## config.mk

```make
export PLATFORM = sky130hd
export DESIGN_NAME = counter_access_ctrl_flat
export DESIGN_NICKNAME = d
export VERILOG_FILES = /design/src/rtl/counter_access_if.sv /design/src/rtl/counter_access_ctrl.sv /design/src/flat_wrapper.sv
export SDC_FILE = /design/constraint.sdc
export NUM_CORES = 1
export LEC_CHECK = 0
export BUFFER_PORTS_ARGS = -buffer_cell sky130_fd_sc_hd__buf_2
export CAP_MARGIN = 30
export CELL_PAD_IN_SITES_DETAIL_PLACEMENT = 1
export CELL_PAD_IN_SITES_GLOBAL_PLACEMENT = 1
export CORE_MARGIN = 2
export CORE_UTILIZATION = 41
export CTS_CLUSTER_SIZE = 30
export DETAILED_ROUTE_END_ITERATION = 8
export GPL_ROUTABILITY_DRIVEN = 1
export PLACE_DENSITY_LB_ADDON = 0.1
export SYNTH_ARGS = -nofsm -noshare
export SYNTH_HDL_FRONTEND = slang
export SYNTH_SLANG_ARGS = --single-unit
```

## constraint.sdc

```tcl
create_clock -name clk -period 5.4 [get_ports clk]
set_clock_uncertainty 0.2 [all_clocks]
set_input_delay 0.81 -clock clk [delete_from_list [all_inputs] [get_ports clk]]
set_output_delay 0.81 -clock clk [all_outputs]
set_load 0.01 [all_outputs]
```

## src/rtl/counter_access_if.sv

```systemverilog
// Requester and counter-side signals of the counter access controller.
// The controller uses the slave modport. The environment (requesters plus counter) uses the master modport.
interface counter_access_if #(
    parameter int NUM_REQ = 4,
    parameter int CNT_W   = 2
);
    logic [NUM_REQ-1:0] req_inc;
    logic [NUM_REQ-1:0] req_dec;
    logic [NUM_REQ-1:0] ack;
    logic [NUM_REQ-1:0] nack;
    logic               increment;
    logic               decrement;
    logic [CNT_W-1:0]   count;
    logic               busy;
    logic               err;

    modport master (
        output req_inc, req_dec, count,
        input  ack, nack, increment, decrement, busy, err
    );

    modport slave (
        input  req_inc, req_dec, count,
        output ack, nack, increment, decrement, busy, err
    );
endinterface

```

## src/rtl/counter_access_ctrl.sv

```systemverilog
// Round-robin sequencer in front of a shared up/down counter.
// It blocks overflow and underflow, and it checks that every command moved the counter.
module counter_access_ctrl #(
    parameter int NUM_REQ = 4,
    parameter int CNT_W   = 2
) (
    input  logic                   clk,
    input  logic                   reset,
    counter_access_if.slave        bus
);
    localparam int IDX_W = (NUM_REQ > 1) ? $clog2(NUM_REQ) : 1;
    localparam logic [CNT_W-1:0] CNT_MAX = {CNT_W{1'b1}};

    typedef enum logic [1:0] {IDLE, ISSUE, SETTLE, DONE} state_t;

    state_t             state_q, state_d;
    logic [IDX_W-1:0]   rr_ptr_q, rr_ptr_d;
    logic [IDX_W-1:0]   win_q, win_d;
    logic [CNT_W-1:0]   exp_q, exp_d;
    logic [NUM_REQ-1:0] ack_q, ack_d;
    logic [NUM_REQ-1:0] nack_q, nack_d;
    logic               increment_q, increment_d;
    logic               decrement_q, decrement_d;
    logic               busy_q, busy_d;
    logic               err_q, err_d;

    logic               found;
    logic [IDX_W-1:0]   win;
    logic [IDX_W-1:0]   idx;
    logic               win_inc;
    logic               reject;

    // Scan from the highest offset down, so the last hit is the lowest offset from rr_ptr.
    always_comb begin
        found = 1'b0;
        win   = '0;
        idx   = '0;
        for (int k = NUM_REQ - 1; k >= 0; k--) begin
            idx = IDX_W'((int'(rr_ptr_q) + k) % NUM_REQ);
            if (bus.req_inc[idx] || bus.req_dec[idx]) begin
                found = 1'b1;
                win   = idx;
            end
        end
        win_inc = bus.req_inc[win];
        reject  = (bus.req_inc[win] && bus.req_dec[win]) ||
                  ( win_inc && (bus.count == CNT_MAX)) ||
                  (!win_inc && (bus.count == '0));
    end

    always_ff @(posedge clk) begin
        if (!reset) begin
            state_q     <= IDLE;
            rr_ptr_q    <= '0;
            win_q       <= '0;
            exp_q       <= '0;
            ack_q       <= '0;
            nack_q      <= '0;
            increment_q <= 1'b0;
            decrement_q <= 1'b0;
            busy_q      <= 1'b0;
            err_q       <= 1'b0;
        end else begin
            state_q     <= state_d;
            rr_ptr_q    <= rr_ptr_d;
            win_q       <= win_d;
            exp_q       <= exp_d;
            ack_q       <= ack_d;
            nack_q      <= nack_d;
            increment_q <= increment_d;
            decrement_q <= decrement_d;
            busy_q      <= busy_d;
            err_q       <= err_d;
        end
    end

    always_comb begin
        state_d  = state_q;
        rr_ptr_d = rr_ptr_q;
        win_d    = win_q;
        exp_d    = exp_q;
        case (state_q)
            IDLE: if (found) begin
                win_d    = win;
                rr_ptr_d = (win == IDX_W'(NUM_REQ - 1)) ? '0 : win + 1'b1;
                exp_d    = win_inc ? bus.count + CNT_W'(1) : bus.count - CNT_W'(1);
                state_d  = reject ? DONE : ISSUE;
            end
            ISSUE:   state_d = SETTLE;
            SETTLE:  state_d = DONE;
            default: state_d = IDLE;
        endcase
    end

    // Outputs are computed one cycle ahead so that every port comes straight from a flop.
    always_comb begin
        ack_d       = '0;
        nack_d      = '0;
        increment_d = 1'b0;
        decrement_d = 1'b0;
        err_d       = err_q;
        busy_d      = (state_d != IDLE);
        case (state_q)
            IDLE: if (found) begin
                if (reject) begin
                    nack_d[win] = 1'b1;
                end else begin
                    increment_d = win_inc;
                    decrement_d = !win_inc;
                end
            end
            SETTLE: begin
                if (bus.count != exp_q) err_d = 1'b1;
                ack_d[win_q] = 1'b1;
            end
            default: ;
        endcase
    end

    assign bus.ack       = ack_q;
    assign bus.nack      = nack_q;
    assign bus.increment = increment_q;
    assign bus.decrement = decrement_q;
    assign bus.busy      = busy_q;
    assign bus.err       = err_q;
endmodule

```

## src/flat_wrapper.sv

```systemverilog
// flat-port wrapper written by rule: the top's interface ports become plain ports
module counter_access_ctrl_flat 
#(
    parameter int NUM_REQ = 4,
    parameter int CNT_W   = 2
)
  (clk, reset, bus_req_inc, bus_req_dec, bus_count, bus_ack, bus_nack, bus_increment, bus_decrement, bus_busy, bus_err);
  counter_access_if #(.NUM_REQ(NUM_REQ), .CNT_W(CNT_W)) bus_i ();
  input  logic clk;
  input  logic reset;
  input wire logic [$bits(bus_i.req_inc)-1:0] bus_req_inc;
  input wire logic [$bits(bus_i.req_dec)-1:0] bus_req_dec;
  input wire logic [$bits(bus_i.count)-1:0] bus_count;
  output wire logic [$bits(bus_i.ack)-1:0] bus_ack;
  output wire logic [$bits(bus_i.nack)-1:0] bus_nack;
  output wire logic [$bits(bus_i.increment)-1:0] bus_increment;
  output wire logic [$bits(bus_i.decrement)-1:0] bus_decrement;
  output wire logic [$bits(bus_i.busy)-1:0] bus_busy;
  output wire logic [$bits(bus_i.err)-1:0] bus_err;
  assign bus_i.req_inc = bus_req_inc;
  assign bus_i.req_dec = bus_req_dec;
  assign bus_i.count = bus_count;
  assign bus_ack = bus_i.ack;
  assign bus_nack = bus_i.nack;
  assign bus_increment = bus_i.increment;
  assign bus_decrement = bus_i.decrement;
  assign bus_busy = bus_i.busy;
  assign bus_err = bus_i.err;
  counter_access_ctrl #(.NUM_REQ(NUM_REQ), .CNT_W(CNT_W)) u_core (.clk(clk), .reset(reset), .bus(bus_i));
endmodule
```

# After elaboration in Yosys (flattened, before gate mapping)
# Cells that the tools add are included.
[totals] input_bits=12 register_bits=20
[op_classes] bitwise=3 magnitude_cmp=8 n_mux=37 add_sub_neg=6 reduce_logical=20 n_eq_ne=5
[op_table] operator="1-bit binary-select mux with 2-bit select" n=10
[op_table] operator="2-bit by 3-bit < comparator with 1-bit output, second input constant" n=6
[op_table] operator="1-bit two-way mux" n=16
[op_table] operator="2-bit two-way mux" n=8
[op_table] operator="2-bit by 1-bit adder with 2-bit output, second input constant" n=3
[op_table] operator="2-bit == test, second input constant" n=3
[op_table] operator="1-bit logical OR" n=6
[op_table] operator="2-bit case mux with 3 select lines" n=1
[op_table] operator="2-bit AND reduction" n=3
[op_table] operator="1-bit logical AND" n=5
[op_table] operator="2-bit adder, second input constant" n=2
[op_table] operator="1-bit demux with 2-bit select" n=2
[op_table] operator="2-bit by 1-bit greater-or-equal comparator with 1-bit output, second input constant" n=2
[op_table] operator="2-bit logical NOT" n=2
[op_table] operator="4-bit AND reduction" n=1
[op_table] operator="4-bit OR reduction" n=1
[op_table] operator="1-bit inverter" n=3
[op_table] operator="2-bit by 1-bit == test with 1-bit output, second input constant" n=1
[op_table] operator="2-bit inequality test" n=1
[op_table] operator="2-bit nonzero test" n=1
[op_table] operator="2-bit by 1-bit subtractor with 2-bit output, second input constant" n=1
[op_table] operator="1-bit logical NOT" n=1

# Logic depth before layout (Yosys ltp)
# Gate-level depths: netlist (run 1).
[depth] ltp_word=17 ltp_mapped=7

# Worst setup path before layout (run 1)
# OpenSTA, ideal clock, no wires.
[synth_timing] kind="in2reg" start="input port bus_req_inc[3]" end="register u_core.exp_q[1]" path_stages=5 t_arrival_ps=2231 required_time_ps=5112 path_slack_ps=2881 path_cell_list="nor4_1 > o21ai_0 > and3_2 > or3_1 > a311oi_2"
[synth_via] elab_chain_len=10 elab_cells_between_ends=24
[synth_rtl] item="start, declared" line_no="flat_wrapper.sv:11" source="input wire logic [$bits(bus_i.req_inc)-1:0] bus_req_inc;"
[synth_rtl] item="1-bit binary-select mux with 2-bit select" line_no="counter_access_ctrl.sv:40" source="if (bus.req_inc[idx] || bus.req_dec[idx]) begin"
[synth_rtl] item="1-bit two-way mux (implied by the code)" line_no="counter_access_ctrl.sv:40"
[synth_rtl] item="1-bit logical OR" line_no="counter_access_ctrl.sv:40"
[synth_rtl] item="2-bit two-way mux (4 in a row)" line_no="counter_access_ctrl.sv:40"
[synth_rtl] item="1-bit binary-select mux with 2-bit select" line_no="counter_access_ctrl.sv:45" source="win_inc = bus.req_inc[win];"
[synth_rtl] item="1-bit two-way mux (implied by the code)" line_no="counter_access_ctrl.sv:45"
[synth_rtl] item="2-bit two-way mux" line_no="counter_access_ctrl.sv:86" source="exp_d = win_inc ? bus.count + CNT_W'(1) : bus.count - CNT_W'(1);"
[synth_rtl] item="end signal, assigned" line_no="counter_access_ctrl.sv:67" source="exp_q <= exp_d;"
[synth_rtl] item="end, declared" line_no="counter_access_ctrl.sv:19" source="logic [CNT_W-1:0] exp_q, exp_d;"
# Parallel ways exist; a longest one is shown, timed or not. The select of a mux whose other input is x is not followed.
# A chain may end at the register's enable or synchronous reset.

# Final worst setup path (run 1)
# Same ends and word-level chain as after synthesis.

==> flow_metrics.tcl, run 1 <==
set metrics [dict create \
    antennaDiodeCount 0 \
    grt_remaining_overflow 0 \
    max_slew_margin 0.4933 \
    yosys.cell_types.count 41 \
    place_congestion 0.8093 \
    clock.fmax_mhz 382.8 \
    grt_pass1_wl_um 4015 \
    outcome "finished clean" \
    ys_ff_latch 20 \
    min_path_type "flip-flop to flip-flop" \
    total_power_w 0.0006571 \
    wl_per_cell_um 14.38 \
    grt_pass1_vias 853 \
    cp-end-kind "flip-flop" \
    synth.avg_cell_area_um2 8.949 \
    synth_fa_ha_area_frac 0.08294 \
    ys_warn_count 0 \
    htreeDepth 1 \
    numPortBuffers 23 \
    ctsResizeCount 0 \
    drv_cap 0 \
    placementRows 18 \
    yosysSeqAreaShare 0.3791 \
    fin_cells 171 \
    drive_gt1_frac 0.2624 \
    cts_num_sinks 20 \
    synth_top_family_by_area "compound AO/OA/AOI/OAI gates" \
    grtUsageTotal 0.1929 \
    clk_pin_slew_ns 0.11 \
    num_vias 949 \
    areaGrowthSynthToFinish_pct 17.89 \
    crit_arrival_ns 2.64 \
    setup_viol 0 \
    cts_buffers 3 \
    grt_setup_unrepaired "no" \
    cellLeakagePower_nw 0.5664 \
    postSynthCellCount 118 \
    multiInputGateArea_um2 613.1 \
    drv_slew 0 \
    hpwl_um 1915 \
    nNetsFinal 161 \
    crit_path_start_kind "input port" \
    cts_tree "built" \
    layout_common_cells "23 x buf_2, 20 x dfxtp_1, 14 x nor2_1" \
    fillCellCount 314 \
    start_util 0.4302 \
    synth_xor_area_frac 0.02488 \
    drt-initial-drc-count 4 \
    clk_latency_ns 0.30 \
    synth_top_area_frac 0.3791 \
    async_reset_ff_frac 0 \
    placedCellCount 167 \
    fin_setup_tns_ns 0 \
    syn-cell-area_mm2 0.001056 \
    synth_area_leaders "dfxtp_1 38%, ha_1 8.3%, nor2_1 5.0%" \
    dr.pass1.iters 4 \
    synth_flop_cell "dfxtp_1" \
    synth_edf_count 0 \
    yosysTopAreaCell "dfxtp_1" \
    antenna_found_initial 0 \
    post_cts_buffers 0 \
    synth_compound_area_frac 0.2239 \
    syn-num-nets 137 \
    route.detailed.drc 0 \
    path_class "input port to flip-flop" \
    detail-route-antenna-nets 0 \
    cts.path.max_buffers 2 \
    synthSimpleGateAreaFrac 0.2204 \
    whs_path_depth 2 \
    worst_r2r_path_depth 6 \
    cp.required_ns 5.43 \
    hold_viol_final 0 \
    fin_crit_sh 0.4838 \
    regArea_um2 400.4 \
    layout_commonest_cell "buf_2" \
    die_width_um 54.75 \
    layout_min_cycle_time_ns 2.612 \
    holdWs_ns 0.3022 \
    root_buffer "clkbuf_4" \
    via_per_inst 5.550 \
    die_y_um 54.75 \
    peakVddDrop_mv 0.2860 \
    cts_hold_buf 0 \
    p_per_area_mw_per_mm2 527.8 \
    critPathMaxFanout 5 \
    io_pins 24 \
    coreArea_mm2 0.002455 \
    drt_wl_total_um 2459 \
    tightest_slew_ns 0.7532 \
    grt_start_max_net_pins 16 \
    synthMuxAreaShare 0.02844 \
    dieArea_mm2 0.002998 \
]
==> sequential cells by signal (all words and copies together) (netlist names) <==
register              cells
u_core.exp_q              2
u_core.bus.ack            4
u_core.win_q              2
u_core.bus.nack           4
u_core.state_q            2
u_core.rr_ptr_q           2
u_core.bus.decrement      1
u_core.bus.err            1
u_core.bus.increment      1
u_core.bus.busy           1
==> report_power, final <==
part / total, W / internal, W / leakage [nW] / switching, W
combinational: 0.000312 / 0.000129 / 0.374 / 0.000183
sequential: 0.000222 / 0.000191 / 0.164 / 0.0000315
clock: 0.000123 / 0.0000751 / 0.0279 / 0.0000475
==> final cells by class <==
type,count,area share
multi-input combinational,87,0.4925
sequential,20,0.3216
timing repair buffer,23,0.09246
tap,30,0.03015
clock inverter,1,0.02412
inverter,7,0.02111
clock buffer,3,0.01809
==> cell families (layout without fill, tap and decap cells) <==
kind of cell	count (synthesis)	count (layout)
xor gates and xnor gates	3	3
AOI/OAI and AO/OA	31	31
and+or+nand+nor	43	43
muxes	3	3
DFF	20	20
buffers and inverters	11	34
adders and majority gates	7	7
==> worst max-delay path, cell delays in order <==
cell,delay [ns]
buf_2,0.11
nor4_1,0.67
o21ai_0,0.17
and3_2,0.25
or3_1,0.38
a311oi_2,0.24
==> cell usage after synthesis (all sizes together) (2+ instances only) <==
cell and count:
a211oi 4, a21oi 5, a311oi 2, and3 3, buf 2, clkbuf 2, dfxtp 20, ha 7
inv 7, mux2i 3, nand2 4, nand3 5, nor2 14, nor3 7, nor3b 2, o21a 2
o21ai 7, or3 2, xnor2 3
==> final timing paths <==
| path | slack [ns] | from | to |
|---|---|---|---|
| worst max-delay path | 2.79 | bus_req_inc[3] | u_core.exp_q[1] |
| worst min-delay path | 0.30 | u_core.bus.err | u_core.bus.err |
| worst max register to register | 3.11 | u_core.rr_ptr_q[1] | u_core.exp_q[1] |
| worst min register to register | 0.30 | u_core.bus.err | u_core.bus.err |
==> per-layer routing <==
| metal | up-vias | GRT usage | routed length, um |
|---|---|---|---|
| met5 | - | 0 | 0 |
| met4 | 0 | 0.07500 | 46 |
| met3 | 5 | 0.03279 | 83 |
| met2 | 23 | 0.3214 | 1233 |
| met1 | 450 | 0.2446 | 1094 |
| li1 | 471 | - | - |
==> stage by stage <==
step           instance area [um^2]  utilization  setup slack [ns]
3_5_place_dp                   1192       0.4857             2.482
4_1_cts                        1245       0.5071             2.814
6_report                       1245       0.5071             2.788
2_1_floorplan                  1056            -             2.881
5_1_grt                        1245       0.5071             2.632
3_3_place_gp                   1192       0.4857             2.536
(Power assumes the default switching activity.)
==> run 2: changes to the inputs <==
- CORE_UTILIZATION: 41 -> 39
- clock period: 5.4 -> 2.5 ns (I/O delays scaled with it)
==> run 2 against run 1 <==
  * Sequential power is 120% higher
  * Worst hold slack got worse by 0.15 ns
  * Non-clock buffer count increased by 2
  * Largest cell class unchanged
  * Setup slack got worse by 2.6 ns
  * Sequential cell count stayed put
  * Global-route usage fell by 1.9 points
  * Cell area up 1.2%
  * Clock power increased by 120%
  * Register-to-register slack got worse by 2.9 ns
  * Total power rose by 120%
==> flow_metrics.tcl, run 2 (synthesis gave the netlist of run 1 again) <==
set metrics [dict create \
    outcome "finished clean" \
    intPower_w 0.0008627 \
    route.detailed.drc 0 \
    place_congestion 0.8758 \
    max_stage_delay_ns 0.48 \
    cts_num_sinks 20 \
    root_buffer "clkbuf_4" \
    start_util 0.4187 \
    die_width_um 56.04 \
    min_path_type "input port to flip-flop" \
    antennaDiodeCount 0 \
    grt_pass1_vias 936 \
    multiInputGateArea_um2 613.1 \
    crit_path_start_kind "flip-flop" \
    p_seq_frac 0.334 \
    nNetsFinal 163 \
    path_buf_inv 0 \
    ctsResizeCount 0 \
    critPathMaxFanout 9 \
    dieArea_mm2 0.003140 \
    layout_common_cells "23 x buf_2, 20 x dfxtp_1, 14 x nor2_1" \
    via_per_inst 5.624 \
    coreArea_mm2 0.002522 \
    fin_cells 173 \
    num_vias 973 \
    peakVddDrop_mv 0.4839 \
    cts_hold_buf 0 \
    drive_gt1_frac 0.2727 \
    grt_start_max_net_pins 16 \
    drv_slew 0 \
    fin_crit_sh 0.9258 \
    pwr-share-comb 0.476 \
    total_power_w 0.001437 \
    holdWs_ns 0.1487 \
    io_pins 24 \
    placementRows 18 \
    p_clk_frac 0.189 \
    areaGrowthSynthToFinish_pct 19.31 \
    power_switching_w 0.0005740 \
    placedCellCount 169 \
    path_delay_family "compound AO/OA/AOI/OAI gates" \
    clk_latency_ns 0.31 \
    fin_setup_tns_ns 0 \
    tightest_slew_ns 0.5704 \
    die_y_um 56.04 \
    swShare 0.3995 \
    cellLeakagePower_nw 0.5768 \
    fillCellCount 319 \
    cts_tree "built" \
    setup_viol 0 \
    grt_remaining_overflow 0 \
    cpMaxStageDelayCell "dfxtp_1" \
    clock.fmax_mhz 432.1 \
    wl_per_cell_um 14.30 \
    cp-end-kind "flip-flop" \
    crit_chain "and2b_2 > o21ai_0 > a21o_2 > a311oi_1 > a221oi_2 > o32ai_1" \
    clk_pin_slew_ns 0.12 \
    cts.path.max_buffers 2 \
    numPortBuffers 23 \
    htreeDepth 1 \
    layout_min_cycle_time_ns 2.314 \
    dr.pass1.iters 4 \
    regArea_um2 400.4 \
    grt_setup_unrepaired "no" \
    grtUsageTotal 0.1741 \
    drv_cap 0 \
    crit_arrival_ns 2.31 \
    hold_viol_final 0 \
    max_slew_margin 0.6197 \
    drt-initial-drc-count 14 \
    post_cts_buffers 0 \
    p_per_area_mw_per_mm2 1140 \
    path_class "flip-flop to flip-flop" \
    detail-route-antenna-nets 0 \
    hpwl_um 1900 \
    cts_buffers 3 \
    drt_wl_total_um 2474 \
    layout_commonest_cell "buf_2" \
    post-route-util 0.4995 \
    cp.required_ns 2.49 \
    grt_pass1_wl_um 4278 \
    antenna_found_initial 0 \
]
## run 2: changes by cell type in the layout (fill, tap and decap cells not counted)
cell and delta:
buf_4 +2
## run 2: path summary, 6_finish.rpt
check                          start           endpoint  cells after the start  slack (ns)
hold reg to reg       u_core.bus.err     u_core.bus.err                      2        0.29
setup reg to reg  u_core.rr_ptr_q[1]  u_core.state_q[1]                      6        0.19
hold / removal          bus_count[0]    u_core.exp_q[0]                      2        0.15
setup / recovery  u_core.rr_ptr_q[1]  u_core.state_q[1]                      6        0.19
## run 2: routing by layer
metal	track usage	share of wire	wire, um	up-vias
li1	-	-	-	475
met1	0.2060	0.45	1114	456
met2	0.3042	0.47	1161	35
met3	0.02093	0.049	120	7
met4	0.09184	0.031	77	0
met5	0	0	0	-
## run 2: layout make-up
class / count / share of cell area
multi-input cells: 87 / 0.4866
clock inverters: 1 / 0.02383
repair buffers: 25 / 0.1033
clock buffers: 3 / 0.01787
flip-flops and latches: 20 / 0.3178
well taps: 30 / 0.02979
inverters: 7 / 0.02085
## run 2: stage by stage
stage / instance area (um^2) / worst slack [ns]
2_1_floorplan: 1056 / 0.4163
4_1_cts: 1260 / 0.2081
3_5_place_dp: 1207 / 0.1898
5_1_grt: 1260 / 0.06813
6_report: 1260 / 0.1855
3_3_place_gp: 1207 / 0.2473
## run 2: power groups by stage
stage / clock network (W) / logic [W] / registers (W)
after floorplan: 0 / 0.000499 / 0.000493
after global placement: 0 / 0.000669 / 0.000487
after detailed placement: 0 / 0.000683 / 0.000489
after CTS: 0.000281 / 0.000689 / 0.000480
after global routing: 0.000292 / 0.000766 / 0.000495
final: 0.000272 / 0.000684 / 0.000480
